## config.mk

```make
export PLATFORM = sky130hd
export DESIGN_NAME = pipe_hazard_ctrl
export DESIGN_NICKNAME = d
export VERILOG_FILES = /design/src/rtl/pipe_hazard_ctrl.sv
export SDC_FILE = /design/constraint.sdc
export NUM_CORES = 1
export LEC_CHECK = 0
export BUFFER_PORTS_ARGS = -buffer_cell sky130_fd_sc_hd__buf_4
export CORE_MARGIN = 2
export CORE_UTILIZATION = 45
export DETAILED_ROUTE_END_ITERATION = 10
export PLACE_DENSITY = 0.76
export REMOVE_ABC_BUFFERS = 1
export SLEW_MARGIN = 20
export SYNTH_ARGS = -nofsm -noshare
export SYNTH_HDL_FRONTEND = slang
export SYNTH_SLANG_ARGS = --single-unit
export TNS_END_PERCENT = 10
```

## constraint.sdc

```tcl
create_clock -name clk -period 3.9 [get_ports clk]
set_input_delay 0.975 -clock clk [delete_from_list [all_inputs] [get_ports clk]]
set_output_delay 0.975 -clock clk [all_outputs]
set_load 0.01 [all_outputs]
```

## src/rtl/pipe_hazard_ctrl.sv

```systemverilog
// Pipeline hazard controller: sequences the post-reset pipeline clear,
// holds the whole pipeline while the data memory is busy, and resolves
// taken branches and load-use hazards by flushing or bubbling the
// IF/ID, ID/EX and EX/MEM pipeline registers. It also keeps saturating
// counters of stall cycles and redirect cycles.
module pipe_hazard_ctrl (
  input  logic        clk,
  input  logic        reset,
  input  logic [4:0]  id_rs1_addr,
  input  logic [4:0]  id_rs2_addr,
  input  logic [4:0]  ex_rd_addr,
  input  logic        ex_mem_read,
  input  logic        ex_branch_taken,
  input  logic        mem_req,
  input  logic        mem_ready,
  output logic        pc_en,
  output logic        pc_redirect,
  output logic        if_id_valid,
  output logic        if_id_flush,
  output logic        id_ex_valid,
  output logic        id_ex_flush,
  output logic        ex_mem_valid,
  output logic        ex_mem_flush,
  output logic [31:0] stall_cnt,
  output logic [31:0] flush_cnt,
  output logic        busy
);

  typedef enum logic [1:0] {
    INIT     = 2'd0,
    RUN      = 2'd1,
    MEM_WAIT = 2'd2
  } state_t;

  state_t     state;
  logic [1:0] init_cnt;
  logic       mem_stall;
  logic       load_use;
  logic       hold;
  logic       in_init;

  // Hazard detection; a load into x0 never creates a dependency.
  always_comb begin
    mem_stall = mem_req & ~mem_ready;
    load_use  = ex_mem_read & (ex_rd_addr != 5'd0) &
                ((ex_rd_addr == id_rs1_addr) | (ex_rd_addr == id_rs2_addr));
  end

  // Control outputs: reset and INIT clear the pipeline, otherwise memory
  // hold beats branch redirect, which beats the load-use bubble.
  always_comb begin
    pc_en        = 1'b0;
    pc_redirect  = 1'b0;
    if_id_valid  = 1'b0;
    if_id_flush  = 1'b0;
    id_ex_valid  = 1'b0;
    id_ex_flush  = 1'b0;
    ex_mem_valid = 1'b0;
    ex_mem_flush = 1'b0;
    busy         = 1'b1;
    hold         = 1'b0;
    in_init      = reset | ((state != RUN) & (state != MEM_WAIT));
    if (in_init) begin
      if_id_flush  = 1'b1;
      id_ex_flush  = 1'b1;
      ex_mem_flush = 1'b1;
    end else begin
      busy = (state != RUN);
      hold = (state == RUN) ? mem_stall : ~mem_ready;
      if (hold) begin
        pc_en = 1'b0;
      end else if (ex_branch_taken) begin
        pc_en        = 1'b1;
        pc_redirect  = 1'b1;
        if_id_flush  = 1'b1;
        id_ex_flush  = 1'b1;
        ex_mem_valid = 1'b1;
      end else if (load_use) begin
        id_ex_flush  = 1'b1;
        ex_mem_valid = 1'b1;
      end else begin
        pc_en        = 1'b1;
        if_id_valid  = 1'b1;
        id_ex_valid  = 1'b1;
        ex_mem_valid = 1'b1;
      end
    end
  end

  // State sequencing: four INIT cycles, then RUN, with MEM_WAIT covering
  // an outstanding data-memory access.
  always_ff @(posedge clk) begin
    if (reset) begin
      state    <= INIT;
      init_cnt <= 2'd0;
    end else begin
      case (state)
        INIT: begin
          init_cnt <= init_cnt + 2'd1;
          if (init_cnt == 2'd3) state <= RUN;
        end
        RUN: begin
          if (mem_stall) state <= MEM_WAIT;
        end
        MEM_WAIT: begin
          if (mem_ready) state <= RUN;
        end
        default: begin
          state    <= INIT;
          init_cnt <= 2'd0;
        end
      endcase
    end
  end

  // Saturating performance counters; INIT cycles are not counted as stalls.
  always_ff @(posedge clk) begin
    if (reset) begin
      stall_cnt <= 32'd0;
      flush_cnt <= 32'd0;
    end else begin
      if (!in_init && !pc_en && (stall_cnt != 32'hFFFF_FFFF))
        stall_cnt <= stall_cnt + 32'd1;
      if (pc_redirect && (flush_cnt != 32'hFFFF_FFFF))
        flush_cnt <= flush_cnt + 32'd1;
    end
  end

endmodule

```

==> flow_summary.toml, run 1 <==
[place]
dp_hpwl_um = 7090
post_dp_cell_area_um2 = 4620
port_buffers = 93
gp_congestion = 0.863

[synthesis]
ys_async_sr_fraction = 0
ys_ff_latch = 68
synth_ff_type = "dfxtp_1"
synth_top_cell_by_area = "dfxtp_1"
ys_warn_count = 0
synth.avg_cell_area_um2 = 8.28
netlist_instances = 471
yosysMostFrequentCell = "dfxtp_1"
synth.distinct_cells = 62
syn_area_um2 = 3900
netlist.area_leader.share = 0.349
ys_top_cells_by_count = "dfxtp_1, nor2_1, nand3_1, a21oi_1, nand2_1"
synthTopCellsByArea = "dfxtp_1, xnor2_1, nor2_1"
synth_edf_count = 0
ys_seq_area_frac = 0.349

[die]
die_h_um = 97.1
rows = 33
dieArea_um2 = 9430
core_um2 = 8300
io_pins = 94
die_w_um = 97.1
start_util = 0.470

[hold_path]
holdCritPathClass = "reg2reg"
hold_path_depth = 2

[cells_and_area]
syn_to_final_growth_pct = 23.6
nets = 581
fillerInstances = 766
drive_gt1_frac = 0.240
finalInstanceArea_um2 = 4820
diodes = 0

[clock_tree]
htree_num_levels = 3
post_cts_resized = 0
cts_buffer_depth = 2
cts_buffers = 9
cts_hold_buf = 0
insertion_delay_ns = 0.34
cts-root-buf = "clkbuf_8"
post_cts.repair.setup_buffers = 0
clock_sinks = 68
cts_tree = "yes"
cts.clk_slew.worst_paths_ns = 0.07

[setup_path]
rr_startpoint = "state[1]$_SDFFE_PP0P_"
cp_slowest_stage_delay_ns = 0.54
path_class = "in2out"
cp_data_required_time_ns = 2.92
r2r_cells = 9
arrival_ns = 2.51
cp_slowest_cell = "or4_1"
crit_path_end = "if_id_valid"
timing.reg2reg.setup_slack_ns = 0.96
critPathCaptureType = "primary output"
worst_setup_path_start_kind = "input pin"
r2r_end = "stall_cnt[27]$_SDFFE_PP0P_"
timing.critical_path.from = "ex_rd_addr[1]"
cp_common_cell = "buf_4"
crit_path_max_fanout = 5
path_cells = "buf_4 > or4_1 > o21ai_2 > nor2_1 > nor4_1 > buf_4"

[timing]
slew_viol_final = 0
tns_ns = 0
max_freq_ghz = 0.287
setup_viol_count_final = 0
final_hold_viol_count = 0
rsz0062_at_grt = "false"
layout_min_cycle_time_ns = 3.48
fin_crit_sh = 0.893
slew_headroom = 0.436
skew_ns = 0.00826
worstMarginPinSlew_ns = 0.840

[power]
combPwrFrac = 0.177
clockPowerShare = 0.370
p_int_uw = 1160
p_switching_uw = 462
ir_drop_mv = 0.222
p_leak_uw = 0.00176
power_frac_seq = 0.454
power-per-cell-area_nw_per_um2 = 337
swShare = 0.285

[global_routing]
antenna_found_initial = 0
grt_pass1_wl_um = 16700
grt-ovfl-total = 0
grt_max_degree = 62
grt_pass1_vias = 3613
grt_use_total = 0.209

[drt]
vias = 3836
viasPerCell = 5.79
wirelength_um = 9980
dr.first_iter.drc_count = 142
firstDrtPassIters = 4
wl_per_cell_um = 15.1
drc = 0
antenna_left = 0

[flow_run]
drv_cap = 0

[outcome]
status = "finished, final reports clean"
[critical path: cells and delay by family]
kind            cells  cell delay, ns
simple gates        3            0.96
compound gates      1            0.24
buf+inv             2            0.32
[metal layers]
layer	up-vias	global-route usage	routed length, um
met5	-	0	0
met1	1806	0.259	4380
met3	7	0.0504	686
li1	1898	-	-
met4	0	0.0650	70
met2	125	0.360	4850
[cell type report]
cell class                      instances  area [um^2]  share of cell area
Timing Repair Buffer                   97          728               0.151
Multi-Input combinational cell        361         2340               0.485
Clock inverter                          4         47.5             0.00987
Sequential cell                        68         1360               0.282
Clock buffer                           12          155              0.0322
Inverter                               16         60.1              0.0125
Tap cell                              105          131              0.0273
[metrics by stage]
stage / cells / hold slack (ns) / setup slack (ns) / power (uW) / utilization
2_1_floorplan: 445 / 0.443 / 0.491 / 927 / -
3_3_place_gp: 647 / 0.459 / 0.488 / 1030 / 0.556
3_5_place_dp: 647 / 0.470 / 0.446 / 1040 / 0.556
4_1_cts: 663 / 0.480 / 0.442 / 1630 / 0.581
5_1_grt: 663 / 0.503 / 0.291 / 1700 / 0.581
6_report: 663 / 0.479 / 0.418 / 1620 / 0.581
[placed cells by master (no fill, tap or decap), types with 8 or more instances in the layout]
cell and instances:
buf_4 97, dfxtp_1 68, nor2_1 50, nand3_1 35
nand2_1 28, a21oi_1 28, xnor2_1 26, nand4_1 25
or4_1 17, nor3_1 15, o31ai_1 14, xor2_1 14
or3_1 13, inv_1 12, clkbuf_8 11, nor4_1 10
o21ai_0 8, and3_1 8
[flip-flops by register name, summed over array words and instances (netlist names)]
signal	flops
flush_cnt	32
stall_cnt	32
init_cnt	2
state	2
[cells by family after synthesis]
logic type	synth area share
DFF	0.349
buffers and inverters	0.0520
adders and majority gates	0.0225
muxes	0.0109
AOI/OAI and AO/OA	0.144
and+or+nand+nor	0.332
xor gates and xnor gates	0.0898
[worst min path at each step]
stage | from | to | slack (ns)
floorplan | init_cnt[0]$_SDFFE_PP0P_ | init_cnt[0]$_SDFFE_PP0P_ | 0.44
global placement | init_cnt[0]$_SDFFE_PP0P_ | init_cnt[0]$_SDFFE_PP0P_ | 0.46
detailed placement | init_cnt[0]$_SDFFE_PP0P_ | init_cnt[0]$_SDFFE_PP0P_ | 0.47
CTS | init_cnt[0]$_SDFFE_PP0P_ | init_cnt[0]$_SDFFE_PP0P_ | 0.48
global route | init_cnt[0]$_SDFFE_PP0P_ | init_cnt[0]$_SDFFE_PP0P_ | 0.50
finish | init_cnt[0]$_SDFFE_PP0P_ | init_cnt[0]$_SDFFE_PP0P_ | 0.48
[power by group through the flow]
stage	Sequential (uW)	Clock (uW)	Combinational, uW
2_1_floorplan	747	0	179
3_3_place_gp	750	0	279
3_5_place_dp	751	0	287
4_1_cts	735	610	288
5_1_grt	739	647	317
6_report	736	599	287
No activity file was read; power rests on OpenSTA's default activity.
==> run 2: changes to the inputs <==
- CORE_UTILIZATION: 45 -> 30
- PLACE_DENSITY: 0.76 -> 0.57
- RECOVER_POWER: unset -> 50
==> run 2 against run 1 <==
Net effect: the flow now finishes with violations (capacitance limit, slew limit); clock skew shrank 0.0013 ns; clock power rose by 25%; first-iteration DRC count up 66%; wire length is 8.6% higher; final cell count increased by 10%; sequential share of layout area rose by 0.57 points; fmax up 1.0%; sequential cell count did not move; via count shrank 0.23%; hold slack improved by 0.0086 ns; setup slack improved by 0.035 ns; utilization decreased by 21 points; critical path type unchanged; largest cell class unchanged.
==> flow_summary.toml, run 2 (same netlist as run 1, synthesis figures left out) <==
[clock_tree]
cts-root-buf = "clkbuf_16"
clock_sinks = 68
cts_buffer_depth = 2
post_cts.repair.setup_buffers = 0
cts_tree = "yes"
cts.clk_slew.worst_paths_ns = 0.05
cts_buffers = 9
cts_hold_buf = 0
post_cts_resized = 0
htree_num_levels = 3
insertion_delay_ns = 0.34

[die]
core_um2 = 12700
die_h_um = 118
start_util = 0.308
dieArea_um2 = 13900
io_pins = 94
die_w_um = 118
rows = 41

[cells_and_area]
mostFrequentLayoutCells = "clkbuf_1, dfxtp_1, nor2_1"
syn_to_final_growth_pct = 21.1
seqCellArea_um2 = 1360
diodes = 0
nets = 582
reg_top3 = "flush_cnt: 32 flops, stall_cnt: 32 flops"
final_common_cell = "clkbuf_1"
final_cells = 731
multi_input_area_um2 = 2340
drive_gt1_frac = 0.118
fillerInstances = 1328

[timing]
max_freq_ghz = 0.290
tns_ns = 0
rsz0062_at_grt = "false"
worstMarginPinSlew_ns = 2.85
slew_viol_final = 62
setup_viol_count_final = 0
final_hold_viol_count = 0
layout_min_cycle_time_ns = 3.45
fin_crit_sh = 0.884
skew_ns = 0.00694
slew_headroom = -0.901

[hold_path]
hold_end = "init_cnt[0]$_SDFFE_PP0P_"
holdCritPathClass = "reg2reg"
hold_path_depth = 2
hold_path.startpoint = "init_cnt[0]$_SDFFE_PP0P_"

[outcome]
violations = "capacitance limit, slew limit"
status = "finished, violations left"

[setup_path]
r2r_cells = 9
timing.reg2reg.setup_slack_ns = 0.87
crit_path_max_fanout = 5
arrival_ns = 2.47
cp_data_required_time_ns = 2.92
path_class = "in2out"
r2r_end = "stall_cnt[25]$_SDFFE_PP0P_"
worst_setup_path_start_kind = "input pin"
rr_startpoint = "state[1]$_SDFFE_PP0P_"
critPathCaptureType = "primary output"

[drt]
firstDrtPassIters = 4
viasPerCell = 5.24
antenna_left = 0
wirelength_um = 10800
vias = 3827
wl_per_cell_um = 14.8
drc = 0
dr.first_iter.drc_count = 236

[global_routing]
grt-ovfl-total = 0
antenna_found_initial = 0
grt_pass1_vias = 3715
grt_pass1_wl_um = 18300
grt_use_total = 0.159
grt_max_degree = 62

[flow_run]
drv_cap = 1

[power]
ir_drop_mv = 0.167
totalPowerFinal_uw = 1780
p_leak_uw = 0.00152
power-per-cell-area_nw_per_um2 = 376

[place]
dp_hpwl_um = 7710
port_buffers = 93
gp_congestion = 0.837
place_inst = 715
[run 2: where the power goes]
group | switching, uW | leakage (uW) | internal (uW) | total (uW)
Sequential | 21.7 | 0.000548 | 716 | 737
Clock | 303 | 0.000131 | 446 | 749
Combinational | 176 | 0.000837 | 114 | 290
Total | 501 | 0.00152 | 1280 | 1780
[run 2: cell type report]
type | count | area share
inverter | 16 | 0.0127
clock inverter | 2 | 0.00212
multi-input combinational | 361 | 0.494
timing repair buffer | 98 | 0.103
sequential | 68 | 0.288
tap | 172 | 0.0456
clock buffer | 14 | 0.0538
[run 2: worst max path at each step]
stage	start	endpoint	slack (ns)
floorplan	ex_rd_addr[1]	id_ex_valid	0.49
global placement	ex_rd_addr[1]	id_ex_valid	0.48
detailed placement	ex_rd_addr[1]	if_id_valid	0.45
CTS	ex_rd_addr[1]	if_id_valid	0.45
global route	reset	stall_cnt[6]$_SDFFE_PP0P_	0.20
finish	ex_rd_addr[1]	if_id_valid	0.45
[run 2: stage by stage]
stage	utilization	hold WS, ns	setup slack, ns	area [um^2]
5_1_grt	0.373	0.498	0.204	4720
4_1_cts	0.392	0.483	0.445	4970
3_5_place_dp	0.372	0.476	0.449	4710
2_1_floorplan	-	0.443	0.491	3760
6_report	0.373	0.487	0.453	4720
3_3_place_gp	0.372	0.458	0.481	4710
[run 2: worst max-delay path: stages]
cell	delay [ns]
buf_4	0.13
or4_1	0.53
o21ai_2	0.25
nor2_1	0.12
nor4_1	0.28
buf_4	0.19
[run 2: layer usage]
metal  vias up  GRT usage  wire (um)
met1      1810      0.205       5190
met4         0     0.0648        155
met5         -          0          0
li1       1908          -          -
met2        97      0.255       4960
met3        12     0.0378        543
